===== src/rtl/ext_mem_pkg.sv =====
// Shared types and constants for the external memory port arbiter.
// Optional feature macro: ARB_ROUND_ROBIN_EN (see ext_mem_arbiter.sv).
package ext_mem_pkg;

   localparam int ADDR_W_DEF = 6;
   localparam int DATA_W_DEF = 6;

   typedef enum logic [1:0] {
      ST_IDLE = 2'd0,
      ST_ADDR = 2'd1,
      ST_DONE = 2'd2
   } state_t;

   localparam logic REQ_CPU = 1'b0;
   localparam logic REQ_DBG = 1'b1;

endpackage


===== src/rtl/ext_mem_arb_pick.sv =====
// Combinational winner select between the CPU and debug requesters.
// prefer_dbg carries either the starve-full flag or "CPU won last" (round-robin build).
module ext_mem_arb_pick
   import ext_mem_pkg::*;
(
   input  logic cpu_req,
   input  logic dbg_req,
   input  logic prefer_dbg,
   output logic winner,
   output logic any_req
);

   assign any_req = cpu_req | dbg_req;
   // CPU wins by default; debug wins when it is alone or is being favoured.
   assign winner  = (dbg_req && (!cpu_req || prefer_dbg)) ? REQ_DBG : REQ_CPU;

endmodule


===== src/rtl/ext_mem_arbiter.sv =====
// Two-requester arbiter for the shared 6-bit external memory port (IDLE -> ADDR -> DONE).
// Define ARB_ROUND_ROBIN_EN for alternating arbitration instead of CPU priority with starve escape.
module ext_mem_arbiter
   import ext_mem_pkg::*;
#(
   parameter int ADDR_W       = ADDR_W_DEF,
   parameter int DATA_W       = DATA_W_DEF,
   parameter int WAIT_CYCLES  = 1,
   parameter int STARVE_LIMIT = 4
) (
   input  logic              clk,
   input  logic              reset_n,
   input  logic              cpu_req,
   input  logic [ADDR_W-1:0] cpu_addr,
   output logic              cpu_gnt,
   output logic              cpu_valid,
   output logic [DATA_W-1:0] cpu_rdata,
   input  logic              dbg_req,
   input  logic [ADDR_W-1:0] dbg_addr,
   output logic              dbg_gnt,
   output logic              dbg_valid,
   output logic [DATA_W-1:0] dbg_rdata,
   output logic [ADDR_W-1:0] mem_addr,
   input  logic [DATA_W-1:0] mem_rdata
);

   localparam int WC_W = $clog2(WAIT_CYCLES + 1);

   state_t          state;
   logic [WC_W-1:0] wait_cnt;
   logic            owner;
   logic            prefer_dbg;
   logic            winner;
   logic            any_req;

`ifdef ARB_ROUND_ROBIN_EN
   logic last_win;
   assign prefer_dbg = (last_win == REQ_CPU);
`else
   localparam int SC_W = $clog2(STARVE_LIMIT + 1);
   logic [SC_W-1:0] starve_cnt;
   assign prefer_dbg = (starve_cnt == SC_W'(STARVE_LIMIT));
`endif

   ext_mem_arb_pick u_pick (
      .cpu_req    (cpu_req),
      .dbg_req    (dbg_req),
      .prefer_dbg (prefer_dbg),
      .winner     (winner),
      .any_req    (any_req)
   );

   always_ff @(posedge clk) begin
      if (!reset_n) begin
         state     <= ST_IDLE;
         wait_cnt  <= '0;
         owner     <= REQ_CPU;
         mem_addr  <= '0;
         cpu_gnt   <= 1'b0;
         dbg_gnt   <= 1'b0;
         cpu_valid <= 1'b0;
         dbg_valid <= 1'b0;
         cpu_rdata <= '0;
         dbg_rdata <= '0;
`ifdef ARB_ROUND_ROBIN_EN
         last_win  <= REQ_DBG;
`else
         starve_cnt <= '0;
`endif
      end else begin
         // gnt and valid are single-cycle pulses unless set again below.
         cpu_gnt   <= 1'b0;
         dbg_gnt   <= 1'b0;
         cpu_valid <= 1'b0;
         dbg_valid <= 1'b0;
         case (state)
            ST_IDLE: begin
               if (any_req) begin
                  owner    <= winner;
                  mem_addr <= (winner == REQ_DBG) ? dbg_addr : cpu_addr;
                  wait_cnt <= '0;
                  state    <= ST_ADDR;
                  if (winner == REQ_DBG) dbg_gnt <= 1'b1;
                  else                   cpu_gnt <= 1'b1;
`ifdef ARB_ROUND_ROBIN_EN
                  last_win <= winner;
`else
                  // A CPU grant over a waiting debug request can only happen below the limit.
                  if (winner == REQ_DBG)
                     starve_cnt <= '0;
                  else if (dbg_req && !prefer_dbg)
                     starve_cnt <= starve_cnt + 1'b1;
`endif
               end
            end
            ST_ADDR: begin
               if (wait_cnt == WC_W'(WAIT_CYCLES - 1)) begin
                  if (owner == REQ_DBG) begin
                     dbg_rdata <= mem_rdata;
                     dbg_valid <= 1'b1;
                  end else begin
                     cpu_rdata <= mem_rdata;
                     cpu_valid <= 1'b1;
                  end
                  state <= ST_DONE;
               end else begin
                  wait_cnt <= wait_cnt + 1'b1;
               end
            end
            ST_DONE: state <= ST_IDLE;
            default: state <= ST_IDLE;
         endcase
      end
   end

endmodule

===== config.mk =====
export PLATFORM = sky130hd
export DESIGN_NAME = ext_mem_arbiter
export DESIGN_NICKNAME = d
export VERILOG_FILES = /design/src/rtl/ext_mem_pkg.sv /design/src/rtl/ext_mem_arb_pick.sv /design/src/rtl/ext_mem_arbiter.sv
export SDC_FILE = /design/constraint.sdc
export NUM_CORES = 1
export LEC_CHECK = 0
export BUFFER_PORTS_ARGS = -buffer_cell sky130_fd_sc_hd__buf_2
export CORE_MARGIN = 2
export CORE_UTILIZATION = 51
export DETAILED_ROUTE_END_ITERATION = 12
export GPL_TIMING_DRIVEN = 0
export PLACE_DENSITY = 0.93
export SYNTH_ARGS = -nofsm -noshare
export SYNTH_HDL_FRONTEND = slang
export SYNTH_SLANG_ARGS = --single-unit
export TNS_END_PERCENT = 5

===== constraint.sdc =====
create_clock -name clk -period 3.3 [get_ports clk]
set_input_delay 0.99 -clock clk [delete_from_list [all_inputs] [get_ports clk]]
set_output_delay 0.99 -clock clk [all_outputs]
set_load 0.01 [all_outputs]

==> summary.txt, run 1 <==
Setup path
  – Worst Setup Path Type: flop to output port
  – Endpoint type of the worst setup path: output port
  – Buffers & Inverters on Critical Path: 1
  – CP startpoint kind: flop
  – Cell family contributing the most delay on the critical path: flip-flops
  – Required time reported for the critical path endpoint: approximately 2.3 ns
  – Largest fanout on the critical path: 2
  – Critical Path AT: 0.85 ns
  – Largest stage delay on the critical path: 0.38 ns
  – Critical-path cell list: buf_2
  – Crit-path slowest cell: dfxtp_1

Logic synthesis
  – Average cell area after synthesis: 9.81 um^2
  – Post-Syn Instances: 119
  – Number of enable flip-flop cells after synthesis: 0
  – Syn_nets: 143
  – Flops & latches, synth: 28
  – Fraction of registers with async set/reset: 0%
  – Most instantiated flip-flop cell in the synthesis netlist: dfxtp_1
  – Total of warnings raised by yosys: 0
  – Unique cell type count in the Yosys netlist: 26
  – Sequential cell area fraction in the yosys report: around half
  – Cell area after technology mapping: 1170 um^2

Global routing
  – Via count of the first global-routing pass: 1001
  – GRT Resource Usage Total: 22.2%
  – Initial antenna violation count: 0
  – Final global-route overflow total: 0
  – Global-route wire length before repair: 4410 um
  – Largest net degree at the start of global routing: 17

Clock network
  – CTS H-tree lvls: 1
  – CTS clk-pin slew, worst paths: 0.15 ns
  – CTS Sinks: 28
  – Later-pin clock latency in the skew report: 0.33 ns
  – Max Root-Sink Buffers: 2
  – Number of setup buffers added after CTS: 0
  – Quantity of hold-fixing buffers added after cts: 0
  – Clock tree from TritonCTS: yes
  – Num CTS Buffers: 3
  – Cts repair resizes: 0
  – CTS root buf: clkbuf_4

Finish
  – Filler cell count in the final layout: 178
  – Commonest cells after routing, fill and taps aside: buf_2, dfxtp_1, nor2_1
  – Number of antenna diodes: 0
  – Total number of nets in the final design: 189
  – Synth-to-Final Area Change: 25.1%
  – Fraction of layout cells with a size suffix above 1: 31.1%
  – Most common library cell in the layout ignoring fill and taps: buf_2

Die
  – Number of top-level pins: 44
  – Height of the chip: 51.8 um
  – Core area: 2190 um^2
  – Starting density of the core: approximately 53%
  – Area of the die: 2690 um^2
  – Horiz. Die Dim: 51.8 um
  – Number of cell rows: 17

Routing
  – Violation count after the first detailed-route iteration: 7
  – Final antenna-violating net count: 0
  – Via count of the routed design: 1042
  – Total length of routed wires: 2600 um
  – Detail-routed net length per standard cell: 13.6 um
  – Residual DRC: 0
  – Pre-antenna DRT Iters: 4
  – Routed vias/inst: 5.43

Power
  – Power Density: 486 nW/um^2
  – Static power due to leakage: 0.740 nW
  – Maximum vdd drop: about 0.00027 V
  – Overall Power: 0.710 mW

Placement
  – Quantity of I/O buffers inserted on ports: 41
  – Final HPWL from detailed placement: between 1500 and 2000 um
  – GP Congestion: roughly 0.7

STA
  – Time the final worst path needs with I/O delays and setup: 1.84 ns
  – Total Neg Setup Slack: 0 ns
  – Slew at the pin closest to its max-slew limit: around 0.64 ns
  – Setup repair after global routing missed its margin: false
  – Worst Clk Skew: 0.00239 ns
  – Final worst-path cycle share: 55.8%
  – Number of slew-limit violations in the final report: 0
  – Count of endpoints failing setup in the final report: 0
  – Fmax: 543 MHz
  – Count of endpoints failing hold in the final timing report: 0
  – Worst slew margin relative to its limit: around 57%

Min path
  – Hold Crit Class: flop to flop

Status
  – Status: finished, final reports clean

Job
  – Max-cap violation count: 0
-- flip-flops by register name, indices dropped and copies added, names as in the netlist --
register,cells
cpu_rdata,6
dbg_rdata,6
mem_addr,6
starve_cnt,3
state,2
cpu_gnt,1
cpu_valid,1
dbg_gnt,1
dbg_valid,1
owner,1
-- cell type report --
cell class | instances | area, um^2 | area share (%)
Tap cell | 28 | 35.0 | 2.40
Multi-Input combinational cell | 80 | 554 | 38.0
Inverter | 3 | 11.3 | 0.771
Sequential cell | 28 | 561 | 38.4
Buffer | 8 | 41.3 | 2.83
Timing Repair Buffer | 41 | 205 | 14.1
Clock inverter | 1 | 30.0 | 2.06
Clock buffer | 3 | 22.5 | 1.54
-- per-stage QoR --
| step | setup WS [ns] | cell area, um^2 | instances | hold WS, ns | utilization (%) |
|---|---|---|---|---|---|
| floorplan | 1.39 | 1170 | 119 | 0.449 | - |
| global placement | 1.22 | 1410 | 188 | 0.459 | 64.2 |
| detailed placement | 1.17 | 1410 | 188 | 0.471 | 64.2 |
| CTS | 1.45 | 1460 | 192 | 0.490 | 66.6 |
| global route | 1.40 | 1460 | 192 | 0.535 | 66.6 |
| finish | 1.46 | 1460 | 192 | 0.493 | 66.6 |
-- cell families (layout without fill, tap and decap cells) --
group,Yosys count,in the layout,share of synthesized area (%)
compound gates,27,27,17.4
buf+inv,11,56,4.50
flops,28,28,48.0
fa+ha+maj,2,2,2.14
simple gates,39,39,17.7
mux,12,12,10.3
-- synth_stat cells, types with 2 or more instances --
cell / number / area share (%)
clkbuf_1: 3 / 0.96
nor3b_1: 5 / 3.2
a21oi_1: 4 / 1.7
dfxtp_1: 28 / 48
buf_2: 3 / 1.3
nor2_1: 15 / 4.8
and2_1: 2 / 1.1
ha_1: 2 / 2.1
nand3_1: 3 / 1.3
and3_1: 6 / 3.2
nand2_1: 3 / 0.96
a21boi_0: 7 / 4.5
o311a_1: 6 / 5.1
inv_1: 3 / 0.96
o21bai_1: 6 / 3.9
o21ai_0: 2 / 0.86
mux2i_1: 12 / 10
-- final timing paths --
kind | start | slack [ns] | endpoint | depth (start not counted)
setup / recovery | cpu_rdata[0] | 1.46 | cpu_rdata[0] | 1
hold / removal | starve_cnt[1] | 0.49 | starve_cnt[1] | 2
setup reg to reg | starve_cnt[0] | 1.69 | mem_addr[4] | 6
hold reg to reg | starve_cnt[1] | 0.49 | starve_cnt[1] | 2
-- where the power goes --
part	internal (mW)	switching, mW
clock	0.123	0.102
combinational	0.0549	0.0604
sequential	0.358	0.0112
-- routing by layer --
layer / vias up / routed length [um] / GRT usage [%]
met5: - / 0 / 0
met4: 0 / 19 / 6.58
met3: 2 / 88 / 3.74
met2: 19 / 1430 / 40.9
met1: 506 / 1070 / 25.8
li1: 515 / - / -
Power figures use the tool's default switching activity.
==> run 2, diff against run 1 <==
Settings changed: CORE_UTILIZATION 51 to 47, PLACE_DENSITY 0.93 to 0.87.
Clock period 3.3 ns to 1.9 ns, I/O delays scaled along.
==> run 2 against run 1 <==
Combinational power rose by 72%. Total power up 73%. Clock skew increased by 0.00056 ns. Non-clock buffer count unchanged. Clock power rose by 72%. Worst hold slack worse by 0.0078 ns. Flip-flop and latch count unchanged. Final cell count is 1.0% higher. Setup slack got worse by 1.2 ns. Die area is 7.8% higher. Final area increased by 0.17%. Clock-buffer cell count did not move.
==> summary.txt, run 2 (synthesis results as in run 1) <==
Status
  – Status: finished, final reports clean

Routing
  – Detail-routed net length per standard cell: 13.0 um
  – Via count of the routed design: 1031
  – Final antenna-violating net count: 0
  – Residual DRC: 0
  – Violation count after the first detailed-route iteration: 5
  – Routed vias/inst: 5.31
  – Pre-antenna DRT Iters: 4
  – Total length of routed wires: 2520 um

Global routing
  – Initial antenna violation count: 0
  – Largest net degree at the start of global routing: 17
  – GRT Resource Usage Total: 19.0%
  – Via count of the first global-routing pass: approximately 950
  – Final global-route overflow total: 0
  – Global-route wire length before repair: 4040 um

Die
  – Number of top-level pins: 44
  – Horiz. Die Dim: 53.8 um
  – Core area: 2410 um^2
  – Area of the die: 2900 um^2
  – Starting density of the core: 48.4%
  – Height of the chip: 53.8 um
  – Number of cell rows: 18

Placement
  – GP Congestion: 0.688
  – Placed standard-cell area: 1410 um^2
  – Final HPWL from detailed placement: 1950 um
  – Quantity of I/O buffers inserted on ports: 41

STA
  – Count of endpoints failing setup in the final report: 0
  – Final worst-path cycle share: between 80% and 90%
  – Time the final worst path needs with I/O delays and setup: ~1.6 ns
  – Total Neg Setup Slack: 0 ns
  – Setup repair after global routing missed its margin: false
  – Fmax: 616 MHz
  – Worst slew margin relative to its limit: 56.1%
  – Number of slew-limit violations in the final report: 0
  – Worst Clk Skew: 0.00295 ns
  – Slew at the pin closest to its max-slew limit: 0.654 ns
  – Count of endpoints failing hold in the final timing report: 0

Finish
  – Total number of nets in the final design: 189
  – Filler cell count in the final layout: 221
  – Fraction of layout cells with a size suffix above 1: 31.1%
  – Number of antenna diodes: 0
  – Largest registers: cpu_rdata x6, dbg_rdata x6, mem_addr x6
  – Final instance area: 1460 um^2
  – Synth-to-Final Area Change: 25.3%
  – Most common library cell in the layout ignoring fill and taps: buf_2
  – End-of-flow core utilization: 60.7%
  – Commonest cells after routing, fill and taps aside: buf_2, dfxtp_1, nor2_1

Setup path
  – Worst Setup Path Type: flop to flop
  – Endpoint type of the worst setup path: flop
  – Largest fanout on the critical path: 10
  – Critical Path AT: 1.86 ns
  – CP startpoint kind: flop
  – Required time reported for the critical path endpoint: 2.13 ns

Clock network
  – CTS clk-pin slew, worst paths: roughly 0.15 ns
  – CTS root buf: clkbuf_4
  – Later-pin clock latency in the skew report: about 0.33 ns
  – Quantity of hold-fixing buffers added after cts: 0
  – Max Root-Sink Buffers: 2
  – CTS Sinks: 28
  – Cts repair resizes: 0
  – Clock tree from TritonCTS: yes
  – Num CTS Buffers: 3
  – Number of setup buffers added after CTS: 0
  – CTS H-tree lvls: 1

Power
  – Maximum vdd drop: 0.000539 V
  – Power Density: between 800 and 900 nW/um^2
  – Static power due to leakage: 0.740 nW

Job
  – Max-cap violation count: 0

Min path
  – Hold Crit Class: input port to flop
-- run 2: worst paths after layout --
path / cells past startpoint / slack (ns) / endpoint / start
min: 3 / 0.48 / cpu_rdata[1] / mem_rdata[1]
max reg2reg: 6 / 0.28 / mem_addr[3] / starve_cnt[0]
min reg2reg: 2 / 0.49 / starve_cnt[1] / starve_cnt[1]
max: 6 / 0.28 / mem_addr[3] / starve_cnt[0]
-- run 2: layout make-up --
class	instances	area [um^2]	area share [%]
multi-input cells	80	554	37.9
plain buffers	8	41.3	2.82
well taps	30	37.5	2.57
clock buffers	3	22.5	1.54
inverters	3	11.3	0.770
clock inverters	1	30.0	2.05
repair buffers	41	205	14.0
flip-flops and latches	28	561	38.3
-- run 2: stage by stage --
stage	cells	hold WS (ns)	total power, mW	worst slack, ns
final	194	0.485	1.23	0.276
after global routing	194	0.481	1.29	0.198
after CTS	194	0.478	1.24	0.271
after detailed placement	190	0.473	0.855	0.164
after global placement	190	0.455	0.844	0.232
after floorplan	119	0.449	0.778	0.404
-- run 2: power by group --
part	switching (mW)	internal, mW
sequential	0.0193	0.622
clock	0.173	0.213
combinational	0.103	0.0953
-- run 2: worst max-delay path: stages, from the launching register on --
cell	delay, ns
dfxtp_1	0.38
inv_1	0.07
ha_1	0.22
a21bo_2	0.26
buf_6	0.14
and3_1	0.17
o311a_1	0.28
-- run 2: routing by layer --
layer	up-vias	global-route usage, %	part of all wire [%]
met5	-	0	0
met4	0	9.40	1.3
met3	4	2.78	5.4
met2	35	32.5	51
met1	481	23.1	42
li1	511	-	-
==> run 3, diff against run 2 <==
Settings changed: CORE_MARGIN 2 to unset, CORE_UTILIZATION 47 to 43, PLACE_DENSITY 0.87 to 0.84, SKIP_LAST_GASP set to 1.
Clock period 1.9 ns to 1.4 ns, I/O delays scaled along.
==> run 3 against run 2 <==
The flow now finishes with violations (setup timing). Global-route usage grew 1.6 points. Worst hold slack got worse by 0.15 ns. First-iteration DRC count down 40%. Critical path type unchanged. Highest routed layer unchanged.
==> summary.txt, run 3 (synthesis results as in run 1) <==
STA
  – Worst setup slack after layout: -0.0646 ns
  – Time the final worst path needs with I/O delays and setup: roughly 1.5 ns
  – Count of endpoints failing setup in the final report: 4
  – Worst slew margin relative to its limit: 58.9%
  – Count of endpoints failing hold in the final timing report: 0
  – Final worst-path cycle share: 105%
  – Setup repair after global routing missed its margin: true
  – Fmax: 683 MHz
  – Slew at the pin closest to its max-slew limit: 0.612 ns
  – Worst Clk Skew: 0.00513 ns
  – Number of slew-limit violations in the final report: 0

Setup path
  – Crit-path slowest cell: dfxtp_2
  – Required time reported for the critical path endpoint: 1.64 ns
  – Buffers & Inverters on Critical Path: 2
  – Endpoint type of the worst setup path: flop
  – Largest fanout on the critical path: 6
  – Largest stage delay on the critical path: 0.36 ns
  – CP startpoint kind: flop
  – Critical Path AT: 1.71 ns
  – Worst Setup Path Type: flop to flop
  – Cell family contributing the most delay on the critical path: compound AO/OA/AOI/OAI gates
  – Critical-path cell list: inv_2 > ha_4 > a21bo_4 > buf_6 > and3_4 > o311a_1

Routing
  – Final antenna-violating net count: 0
  – Detail-routed net length per standard cell: approximately 13 um
  – Via count of the routed design: 1046
  – Pre-antenna DRT Iters: 4
  – Violation count after the first detailed-route iteration: 3
  – Total length of routed wires: around 2700 um
  – Residual DRC: 0
  – Routed vias/inst: about 5.2

Power
  – Net Sw Frac: 24.6%
  – Power Density: 1100 nW/um^2
  – Static power due to leakage: 0.777 nW
  – Combinational group share of total power: 17.5%
  – Switching component of the power: roughly 0.42 mW
  – Share of total power in the clock network: 31.3%
  – Cell internal power dissipation: 1.28 mW
  – Power share of the sequential group: 51.2%
  – Maximum vdd drop: 0.000858 V

Die
  – Number of top-level pins: 44
  – Number of cell rows: 18
  – Area of the die: 2930 um^2
  – Horiz. Die Dim: 54.1 um
  – Core area: 2520 um^2
  – Starting density of the core: 46.3%
  – Height of the chip: 54.1 um

Placement
  – Quantity of I/O buffers inserted on ports: 41
  – Final HPWL from detailed placement: 1900 um
  – Placed standard-cell area: 1430 um^2
  – GP Congestion: 0.686
  – Cells after DPL: 190

Clock network
  – Quantity of hold-fixing buffers added after cts: 0
  – CTS Sinks: 28
  – CTS H-tree lvls: 1
  – Max Root-Sink Buffers: 2
  – CTS root buf: clkbuf_4
  – CTS clk-pin slew, worst paths: about 0.15 ns
  – Later-pin clock latency in the skew report: 0.33 ns
  – Clock tree from TritonCTS: yes
  – Num CTS Buffers: 3

Global routing
  – Final global-route overflow total: 0
  – Largest net degree at the start of global routing: 17
  – Initial antenna violation count: 0
  – GRT Resource Usage Total: 20.6%
  – Via count of the first global-routing pass: around 990
  – Global-route wire length before repair: 4280 um

Finish
  – Final instance area: 1550 um^2
  – Synth-to-Final Area Change: 32.8%
  – Largest registers: cpu_rdata x6, dbg_rdata x6, mem_addr x6
  – Total number of nets in the final design: 196
  – Number of antenna diodes: 0
  – Fraction of layout cells with a size suffix above 1: about two fifths
  – Final Instance Count excl. Fillers: 201
  – Most common library cell in the layout ignoring fill and taps: buf_2
  – Commonest cells after routing, fill and taps aside: buf_2, dfxtp_1, nor2_1

Status
  – Status: finished, violations left
  – Violated checks: setup timing

Min path
  – Hold Crit Class: input port to flop

Job
  – Max-cap violation count: 0
## run 3: stage by stage
step                TNS [ns]  utilization (%)  power [mW]  hold slack (ns)  worst slack (ns)
global placement       -1.58             56.7        1.15            0.454            -0.111
CTS                   -0.218             61.5        1.71            0.330           -0.0597
floorplan                  0                -        1.06            0.448           0.00278
finish                -0.190             61.5        1.70            0.330           -0.0646
detailed placement     -2.19             56.7        1.17            0.473            -0.154
global route          -0.628             61.5        1.77            0.309            -0.104
## run 3: final cells by class
cell class / instances / area (um^2)
Fill cell: 240 / 972
Multi-Input combinational cell: 80 / 583
Sequential cell: 28 / 563
Timing Repair Buffer: 48 / 262
Buffer: 8 / 41.3
Tap cell: 30 / 37.5
Clock inverter: 1 / 30.0
Clock buffer: 3 / 22.5
Inverter: 3 / 11.3
## run 3: path summary, 6_finish.rpt
| check | to | slack, ns | startpoint | depth (start not counted) |
|---|---|---|---|---|
| max | mem_addr[4] | -0.06 | starve_cnt[0] | 6 |
| min | dbg_rdata[2] | 0.33 | mem_rdata[2] | 3 |
| max reg2reg | mem_addr[4] | -0.06 | starve_cnt[0] | 6 |
| min reg2reg | dbg_rdata[0] | 0.51 | dbg_rdata[0] | 2 |
## run 3: layer usage
| layer | global-route usage [%] | wire, um |
|---|---|---|
| met4 | 6.41 | 25 |
| met2 | 38.7 | 1420 |
| met1 | 23.3 | 1120 |
| met5 | 0 | 0 |
| met3 | 3.67 | 142 |
## run 3: tightest hold or removal path, stage by stage
cell and delay, ns:
buf_2 0.08, mux2i_1 0.05, nor2_1 0.08
## run 3: power groups by stage
| stage | Combinational, mW | Clock [mW] | Sequential [mW] |
|---|---|---|---|
| global route | 0.327 | 0.567 | 0.877 |
| finish | 0.298 | 0.533 | 0.871 |
| detailed placement | 0.277 | 0 | 0.889 |
| global placement | 0.267 | 0 | 0.886 |
| floorplan | 0.157 | 0 | 0.906 |
| CTS | 0.299 | 0.539 | 0.871 |
## run 3: repair_timing
action / CTS / global route
setup buffers: 7 / 0
pin swaps: 2 / 1
gates resized for setup: 4 / 0
endpoints found under the setup margin: 2 / 9
